==> src/rtl/stream_mux_arb_pkg.sv <==
// Shared constants and helpers for the stream_mux_arb stream multiplexer.
package stream_mux_arb_pkg;

    localparam int MUX_MODE_RR   = 0;
    localparam int MUX_MODE_PRIO = 1;
    localparam int MUX_MODE_SEL  = 2;

    // Increment modulo n; works for any n, not only powers of two.
    function automatic int wrap_inc(input int idx, input int n);
        return (idx >= n - 1) ? 0 : idx + 1;
    endfunction

endpackage

==> src/rtl/rr_arbiter.sv <==
// Combinational rotating-priority arbiter: first request at or after ptr wins.
module rr_arbiter
    import stream_mux_arb_pkg::*;
#(
    parameter  int N  = 4,
    localparam int SW = $clog2(N)
) (
    input  logic [N-1:0]  req,
    input  logic [SW-1:0] ptr,
    output logic [N-1:0]  gnt_onehot,
    output logic [SW-1:0] gnt_idx,
    output logic          any
);

    int idx;

    always_comb begin
        idx        = 0;
        any        = 1'b0;
        gnt_idx    = '0;
        gnt_onehot = '0;
        for (int k = 0; k < N; k++) begin
            idx = int'(ptr) + k;
            if (idx >= N) begin
                idx = idx - N;
            end
            if (!any && req[idx]) begin
                any     = 1'b1;
                gnt_idx = SW'(idx);
            end
        end
        if (any) begin
            gnt_onehot[gnt_idx] = 1'b1;
        end
    end

endmodule

==> src/rtl/stream_mux_arb.sv <==
// N-input registered stream multiplexer with round-robin, fixed-priority or explicit select.
module stream_mux_arb
    import stream_mux_arb_pkg::*;
#(
    parameter  int N    = 4,
    parameter  int W    = 8,
    parameter  int MODE = 0,
    localparam int SW   = $clog2(N)
) (
    input  logic            clk,
    input  logic            reset_n,
    input  logic [N-1:0]    in_valid,
    input  logic [N*W-1:0]  in_data,
    output logic [N-1:0]    in_ready,
    input  logic [SW-1:0]   sel,
    output logic            out_valid,
    output logic [W-1:0]    out_data,
    output logic [SW-1:0]   out_chan,
    input  logic            out_ready
);

    localparam bit USE_PTR = (MODE != MUX_MODE_PRIO) && (MODE != MUX_MODE_SEL);

    logic            out_valid_q, out_valid_d;
    logic [W-1:0]    out_data_q, out_data_d;
    logic [SW-1:0]   out_chan_q, out_chan_d;
    logic [SW-1:0]   ptr_q, ptr_d;

    logic [N-1:0]    cand;
    logic [N-1:0]    gnt_onehot;
    logic [SW-1:0]   gnt_idx;
    logic [SW-1:0]   arb_ptr;
    logic            gnt_any;
    logic            load;
    logic            xfer;

    // Select mode offers at most one candidate, so the arbiter just echoes sel.
    always_comb begin
        cand = '0;
        if (MODE == MUX_MODE_SEL) begin
            if (int'(sel) < N) begin
                cand[sel] = in_valid[sel];
            end
        end else begin
            cand = in_valid;
        end
    end

    assign arb_ptr = USE_PTR ? ptr_q : '0;

    rr_arbiter #(.N(N)) u_arb (
        .req        (cand),
        .ptr        (arb_ptr),
        .gnt_onehot (gnt_onehot),
        .gnt_idx    (gnt_idx),
        .any        (gnt_any)
    );

    assign load     = !out_valid_q || out_ready;
    assign in_ready = (reset_n && load && gnt_any) ? gnt_onehot : '0;
    assign xfer     = |(in_ready & in_valid);

    always_comb begin
        out_valid_d = out_valid_q;
        out_data_d  = out_data_q;
        out_chan_d  = out_chan_q;
        ptr_d       = ptr_q;
        if (xfer) begin
            out_valid_d = 1'b1;
            out_data_d  = in_data[int'(gnt_idx)*W +: W];
            out_chan_d  = gnt_idx;
            if (USE_PTR) begin
                ptr_d = SW'(wrap_inc(int'(gnt_idx), N));
            end
        end else if (out_ready && out_valid_q) begin
            out_valid_d = 1'b0;
        end
    end

    always_ff @(posedge clk) begin
        if (!reset_n) begin
            out_valid_q <= 1'b0;
            out_data_q  <= '0;
            out_chan_q  <= '0;
            ptr_q       <= '0;
        end else begin
            out_valid_q <= out_valid_d;
            out_data_q  <= out_data_d;
            out_chan_q  <= out_chan_d;
            ptr_q       <= ptr_d;
        end
    end

    assign out_valid = out_valid_q;
    assign out_data  = out_data_q;
    assign out_chan  = out_chan_q;

endmodule

==> config.mk <==
export PLATFORM = sky130hd
export DESIGN_NAME = stream_mux_arb
export DESIGN_NICKNAME = d
export VERILOG_FILES = /design/src/rtl/stream_mux_arb_pkg.sv /design/src/rtl/rr_arbiter.sv /design/src/rtl/stream_mux_arb.sv
export SDC_FILE = /design/constraint.sdc
export NUM_CORES = 1
export LEC_CHECK = 0
export BUFFER_PORTS_ARGS = -buffer_cell sky130_fd_sc_hd__buf_2
export CORE_MARGIN = 3
export CORE_UTILIZATION = 35
export DETAILED_ROUTE_END_ITERATION = 8
export PLACE_DENSITY = 0.68
export SYNTH_ARGS = -nofsm -noshare
export SYNTH_HDL_FRONTEND = slang
export SYNTH_SLANG_ARGS = --single-unit
==> constraint.sdc <==
create_clock -name clk -period 3 [get_ports clk]
set_input_delay 0.6 -clock clk [delete_from_list [all_inputs] [get_ports clk]]
set_output_delay 0.6 -clock clk [all_outputs]
set_load 0.02 [all_outputs]
==> summary.md, run 1 <==
| Metric | Value |
|---|---|
| Top sig layer | met3 |
| Fin crit share | 0.819 |
| First-pass GRT wire length | 3.51 mm |
| Hold crit path type | flop to flop |
| Crit-path max FO | 6 |
| Synth top area cells | dfxtp_1 29%, mux2i_1 21%, o221ai_2 13% |
| Top-area cell type share of the netlist area | 0.291 |
| Final Slew Violations | 0 |
| Worst path cell trace | mux2i_1, nor2_1, a311o_1, inv_1, ha_1, and2_1, buf_2 |
| Post-DP HPWL | 1.73 mm |
| Synth Area in XOR/XNOR | 0 |
| Vias | 849 |
| Asr flop ratio synth | 0 |
| Mapped cell area | 896 µm² |
| Critical path endpoint category | primary output |
| Wire length per cell | 12.0 µm |
| Fin Clk Skew | 0.00114 ns |
| Synth unique cells | 22 |
| Yosys reg bits | 13 |
| Largest family of logic cells by synthesized area | compound AO/OA/AOI/OAI gates |
| Root Buffer | clkbuf_4 |
| Fin nets | about 190 |
| Multi-input gate area | 574 µm² |
| Worst vdd ir | 206 µV |
| CP peak stage delay | 0.42 ns |
| DR DRC count | 0 |
| Post-synth top area cell | dfxtp_1 |
| Clock Latency Late Sink | 0.27 ns |
| Clock slew at reported path FFs | 0.08 ns |
| Area grow syn2layout | 35.1% |
| Syn. warnings | 0 |
| Setup-failing EPs final | 0 |
| ANT cells | 0 |
| Syn Nets | 135 |
| Clock tree sinks | 13 |
| Buffers added on ports | 53 |
| Routed Antenna Nets | 0 |
| CTS max path bufs | 2 |
| Fin util | 0.522 |
| Status | finished, final reports clean |
| Total Wirelength | between 2 and 2.5 mm |
| Routability Congestion | 0.852 |
| Post-Synthesis Cells | 90 |
| Max Clk Rate | 0.407 GHz |
| DRT Pass-1 Iters | 4 |
| Fraction of layout cells with a size suffix above 1 | 0.479 |
| Final TNS setup | 0 ns |
| Initial Util | 0.386 |
| Seq/Total Area, Yosys | 0.291 |
| Register area | 260 µm² |
| Syn_area_per_cell | 9.95 µm² |
| Largest net degree at the start of global routing | 14 |
| Pre-CTS setup slack | 0.300 ns |
| Mux contribution to synthesized area | 0.212 |
| Simple-gate share of the synthesized area | 0.161 |
| Fin crit period | 2.46 ns |
| Setup ws final | 0.543 ns |
| Post-synthesis compound-gate area fraction | 0.212 |
| Cell area after layout | between 1000 and 1500 µm² |
| Fill cell count | 241 |
| Tot Pwr | approximately 0.56 mW |
| Vias in the first global route | 817 |
| Slew HR | 0.661 |
| Initial antenna violation count | 0 |
| Crit-path leading delay family | flip-flops |
| RSZ-0062 raised after global routing | false |
| # IOs | 56 |
| Metal2 WL | 993 µm |
| Met3 routed WL | 189 µm |
| Die Ht | approximately 57 µm |
| Crit Path Class | flop to primary output |
| Final hold viol count | 0 |
| H-tree Lvls | 1 |
| WL met1 | 899 µm |
| Die X-Extent | ~57 µm |
| CP startpoint kind | flop |
| Core area | 2320 µm² |
| CTS Hold Bufs | 0 |
| Pwr dens | 463 nW/µm² |
| Post-CTS Resized | 0 |
| Maxcap violations | 0 |
| Adder-cell share of the synthesized area | 0.0559 |
| DR iter-0 viols | 17 |
| Buf+Inv Stages, Crit Path | 2 |
| TritonCTS buffer count | 3 |
| Row count | 17 |
| Synth Flop Type | dfxtp_1 |
| Die area | ~3200 µm² |
| Worst path slowest cell | dfxtp_1 |
| Critical path data required time | 2.40 ns |
| # Post-CTS Setup Buffers | 0 |
| Critical Path AT | ~1.9 ns |
| Post-synth EDFFs | 0 |
| Post-DP Area | around 1200 µm² |
| Post-DR vias/cell | 4.88 |
| GRT Util Overall | 0.135 |
| Total gr overflow | 0 |
| Leakage | 0.599 nW |
| Actual slew at the worst max-slew pin | slightly above 0.5 ns |
| CTS tree | built |
==> state kept, by name, indices dropped and copies added, names as in the netlist <==
register	flops
arb_ptr	2
out_chan	2
out_valid	1
out_data	8
==> worst paths after layout <==
kind / start / to / slack, ns / cells past startpoint
min reg2reg: out_chan[0] / out_chan[0] / 0.45 / 2
min: out_chan[0] / out_chan[0] / 0.45 / 2
max: arb_ptr[1] / in_ready[1] / 0.54 / 7
max reg2reg: arb_ptr[1] / out_data[5] / 0.63 / 11
==> power by group <==
part | internal, mW | total (mW) | leakage, nW | switching, mW
Clock | 0.0514 | 0.105 | 0.0150 | 0.0538
Combinational | 0.107 | 0.240 | 0.478 | 0.133
Sequential | 0.200 | 0.216 | 0.107 | 0.0156
==> metrics by stage <==
| stage | cells | hold WS [ns] |
|---|---|---|
| 4_1_cts | 174 | 0.458 |
| 6_report | 174 | 0.454 |
| 2_1_floorplan | 90 | 0.533 |
| 5_1_grt | 174 | 0.481 |
| 3_3_place_gp | 170 | 0.446 |
| 3_5_place_dp | 170 | 0.447 |
==> worst register-to-register path, delay by kind of cell (launching register included) <==
kind                       cells  cell delay [ns]
muxes                          1             0.20
and+or+nand+nor                4             0.55
AOI/OAI and AO/OA              3             0.63
adders and majority gates      1             0.16
buffers and inverters          2             0.31
DFF                            1             0.42
==> logic make-up after synthesis <==
| group | count (synthesis) |
|---|---|
| adder cells (fa/ha/maj) | 4 |
| multiplexers | 19 |
| buffers and inverters | 10 |
| flip-flops | 13 |
| AO/OA/AOI/OAI | 19 |
| AND/OR/NAND/NOR | 25 |
==> metal layers <==
| layer | track usage | vias to the layer above |
|---|---|---|
| li1 | - | 447 |
| met1 | 0.166 | 366 |
| met2 | 0.228 | 36 |
| met3 | 0.0299 | 0 |
| met4 | 0.0508 | 0 |
| met5 | 0 | - |
==> cells in the mapped netlist, types with 3 or more instances <==
cell and n:
nand3_1 9, inv_1 5, and2_1 5, dfxtp_1 13, ha_1 4, o221ai_2 8, a21oi_1 6, mux2i_1 19
nor2_1 3
==> placed cells by master, fill, tap and decap left out <==
cell type | netlist | layout
buf_2 | 1 | 53
mux2i_1 | 19 | 19
dfxtp_1 | 13 | 13
nand3_1 | 9 | 9
o221ai_2 | 8 | 8
a21oi_1 | 6 | 6
inv_1 | 5 | 5
and2_1 | 5 | 5
ha_1 | 4 | 4
buf_4 | 2 | 4
nor2_1 | 3 | 3
clkbuf_4 | 0 | 3
nand2b_1 | 2 | 2
a22oi_1 | 2 | 2
nand2_1 | 2 | 2
a311o_1 | 1 | 1
o21ai_0 | 1 | 1
o2bb2a_1 | 1 | 1
or4_1 | 1 | 1
and3_4 | 1 | 1
nand2_4 | 1 | 1
or2_1 | 1 | 1
clkbuf_1 | 0 | 1
==> final cells by class <==
| cell class | count | share of cell area |
|---|---|---|
| timing repair buffer | 57 | 0.244 |
| inverter | 5 | 0.0155 |
| clock buffer | 4 | 0.0217 |
| tap | 28 | 0.0290 |
| multi-input combinational | 67 | 0.475 |
| sequential | 13 | 0.215 |
No activity file was read; power rests on OpenSTA's default activity.
==> run 2, diff against run 1 <==
Settings changed: PLACE_DENSITY 0.68 to 0.7.
Clock period 3 ns to 2.25 ns, I/O delays scaled along.
==> summary.md, run 2 (same netlist as run 1, synthesis figures left out) <==
| Metric | Value |
|---|---|
| Routed Antenna Nets | 0 (unchanged) |
| Clock Latency Late Sink | 0.27 ns (about the same) |
| # IOs | 56 (unchanged) |
| Vias | 941 (+11%) |
| Area grow syn2layout | 57.5% |
| Sequential share of power | 0.341 (-0.044) |
| Final hold viol count | 0 (unchanged) |
| Total Wirelength | 2.41 mm (+16%) |
| DRT Pass-1 Iters | 4 (unchanged) |
| Multi-input gate area | 627 µm² (+9.2%) |
| Largest net degree at the start of global routing | 14 (unchanged) |
| Fin crit share | 0.975 |
| Crit-path max FO | 5 (-1) |
| Die Ht | 56.6 µm (unchanged) |
| Critical path data required time | 1.80 ns (-0.60 ns) |
| Tot Pwr | 0.837 mW (+49%) |
| Maxcap violations | 0 (unchanged) |
| Clock slew at reported path FFs | 0.07 ns (about the same) |
| Hold WS | 0.470 ns (+0.0155 ns) |
| Post-DR vias/cell | 5.09 (+4.2%) |
| H-tree Lvls | 1 (unchanged) |
| Vias in the first global route | 963 (+18%) |
| TritonCTS buffer count | 3 (unchanged) |
| Fin Clk Skew | 0.0108 ns (+0.00967 ns) |
| DR DRC count | 0 (unchanged) |
| Core area | 2320 µm² (unchanged) |
| Post-DP HPWL | 1.97 mm (+13%) |
| CTS Hold Bufs | 0 (unchanged) |
| Fill cell count | 201 (-17%) |
| Row count | 17 (unchanged) |
| Wire length per cell | 13.0 µm (+8.7%) |
| Pwr dens | 593 nW/µm² (+28%) |
| Final Slew Violations | 0 (unchanged) |
| Initial Util | 0.386 (unchanged) |
| Crit Path Class | flop to primary output |
| RSZ-0062 raised after global routing | true |
| Slew HR | 0.863 (+0.203) |
| Buffers added on ports | 53 (unchanged) |
| R2r setup slk | 0.09 ns (-0.54 ns) |
| Worst vdd ir | 348 µV (+69%) |
| Setup-failing EPs final | 0 (unchanged) |
| Register area | 262 µm² (+0.48%) |
| Root Buffer | clkbuf_4 |
| Comb pwr share | 0.492 (+0.065) |
| Die area | 3200 µm² (unchanged) |
| Status | finished, final reports clean |
| CTS tree | built |
| Actual slew at the worst max-slew pin | 0.199 ns (-0.308 ns) |
| Final non-filler cell total | 185 (+6.3%) |
| Fin crit period | about 2.2 ns |
| DR iter-0 viols | 18 (+1) |
| Max Clk Rate | 0.456 GHz |
| Fraction of layout cells with a size suffix above 1 | 0.599 (+0.119) |
| Fin nets | 203 (+5.7%) |
| CP startpoint kind | flop |
| Die X-Extent | 56.6 µm (unchanged) |
| Number of flip-flops in the largest register | 8 (unchanged) |
| Most common cell after layout, fill and taps aside | buf_2 |
| Internal cell power | 0.541 mW (+51%) |
| Critical path endpoint category | primary output |
| NetSw | 0.296 mW (+47%) |
| Routability Congestion | 0.930 (+9.1%) |
| Clk pwr share | 0.167 (-0.021) |
| Switching portion of total power | 0.354 (-0.00662) |
| ANT cells | 0 (unchanged) |
| Clock tree sinks | 13 (unchanged) |
| Commonest cells after routing, fill and taps aside | 49 x buf_2, 19 x mux2i_1, 12 x dfxtp_1 |
| Leakage | 0.675 nW (+13%) |
| Critical Path AT | 1.74 ns (-0.12 ns) |
| Initial antenna violation count | 0 (unchanged) |
| GRT Util Overall | 0.155 (+0.0201) |
| CTS max path bufs | 2 (unchanged) |
| Placed cell count | 177 (+4.1%) |
| Fin util | 0.609 (+0.0869) |
| Total gr overflow | 0 (unchanged) |
| First-pass GRT wire length | 4.04 mm (+15%) |
| Hold crit path type | flop to flop |
[run 2: cell types whose count changed in the layout (fill, tap and decap cells not counted), sizes merged]
cell and change:
buf +11
[run 2: final timing paths]
check / start / end / cells past startpoint
setup / recovery: arb_ptr[1] / in_ready[3] / 7
hold / removal: out_chan[0] / out_chan[0] / 2
setup reg to reg: arb_ptr[1] / out_data[7] / 11
hold reg to reg: out_chan[0] / out_chan[0] / 2
[run 2: worst max-delay path, stage by stage, from the launching register on]
cell,delay (ns)
dfxtp_2,0.34
mux2i_1,0.18
nor2_1,0.06
a311o_1,0.40
inv_2,0.13
ha_4,0.14
and2_4,0.13
buf_6,0.10
[run 2: final cells by class]
type | count | share of cell area
Multi-Input combinational cell | 67 | 0.444
Timing Repair Buffer | 68 | 0.314
Sequential cell | 13 | 0.185
Tap cell | 28 | 0.0248
Clock buffer | 4 | 0.0186
Inverter | 5 | 0.0133
[run 2: power groups by stage]
stage | clock network, mW | logic (mW) | registers [mW]
2_1_floorplan | 0 | 0.196 | 0.330
3_3_place_gp | 0 | 0.345 | 0.289
3_5_place_dp | 0 | 0.353 | 0.290
4_1_cts | 0.142 | 0.354 | 0.285
5_1_grt | 0.167 | 0.448 | 0.291
6_report | 0.140 | 0.412 | 0.285
[run 2: metal layers]
metal,wire [µm],global-route usage
met1,910,0.163
met2,1350,0.290
met3,127,0.0437
met4,22,0.0508
met5,0,0
[run 2: through the flow]
stage / TNS, ns / area [µm²] / worst slack [ns]
3_5_place_dp: -1.05 / 1250 / -0.112
5_1_grt: -0.125 / 1410 / -0.0345
6_report: 0 / 1410 / 0.0563
2_1_floorplan: 0 / 908 / 0.0157
4_1_cts: 0 / 1280 / 0.00906
3_3_place_gp: -0.572 / 1250 / -0.0675
[run 2: timing repair]
action                                 CTS  global route
pin swaps                                2             8
setup endpoints to repair                4            16
gates resized for setup                  0            27
setup buffers                            0             4
endpoints found under the hold margin    0             0
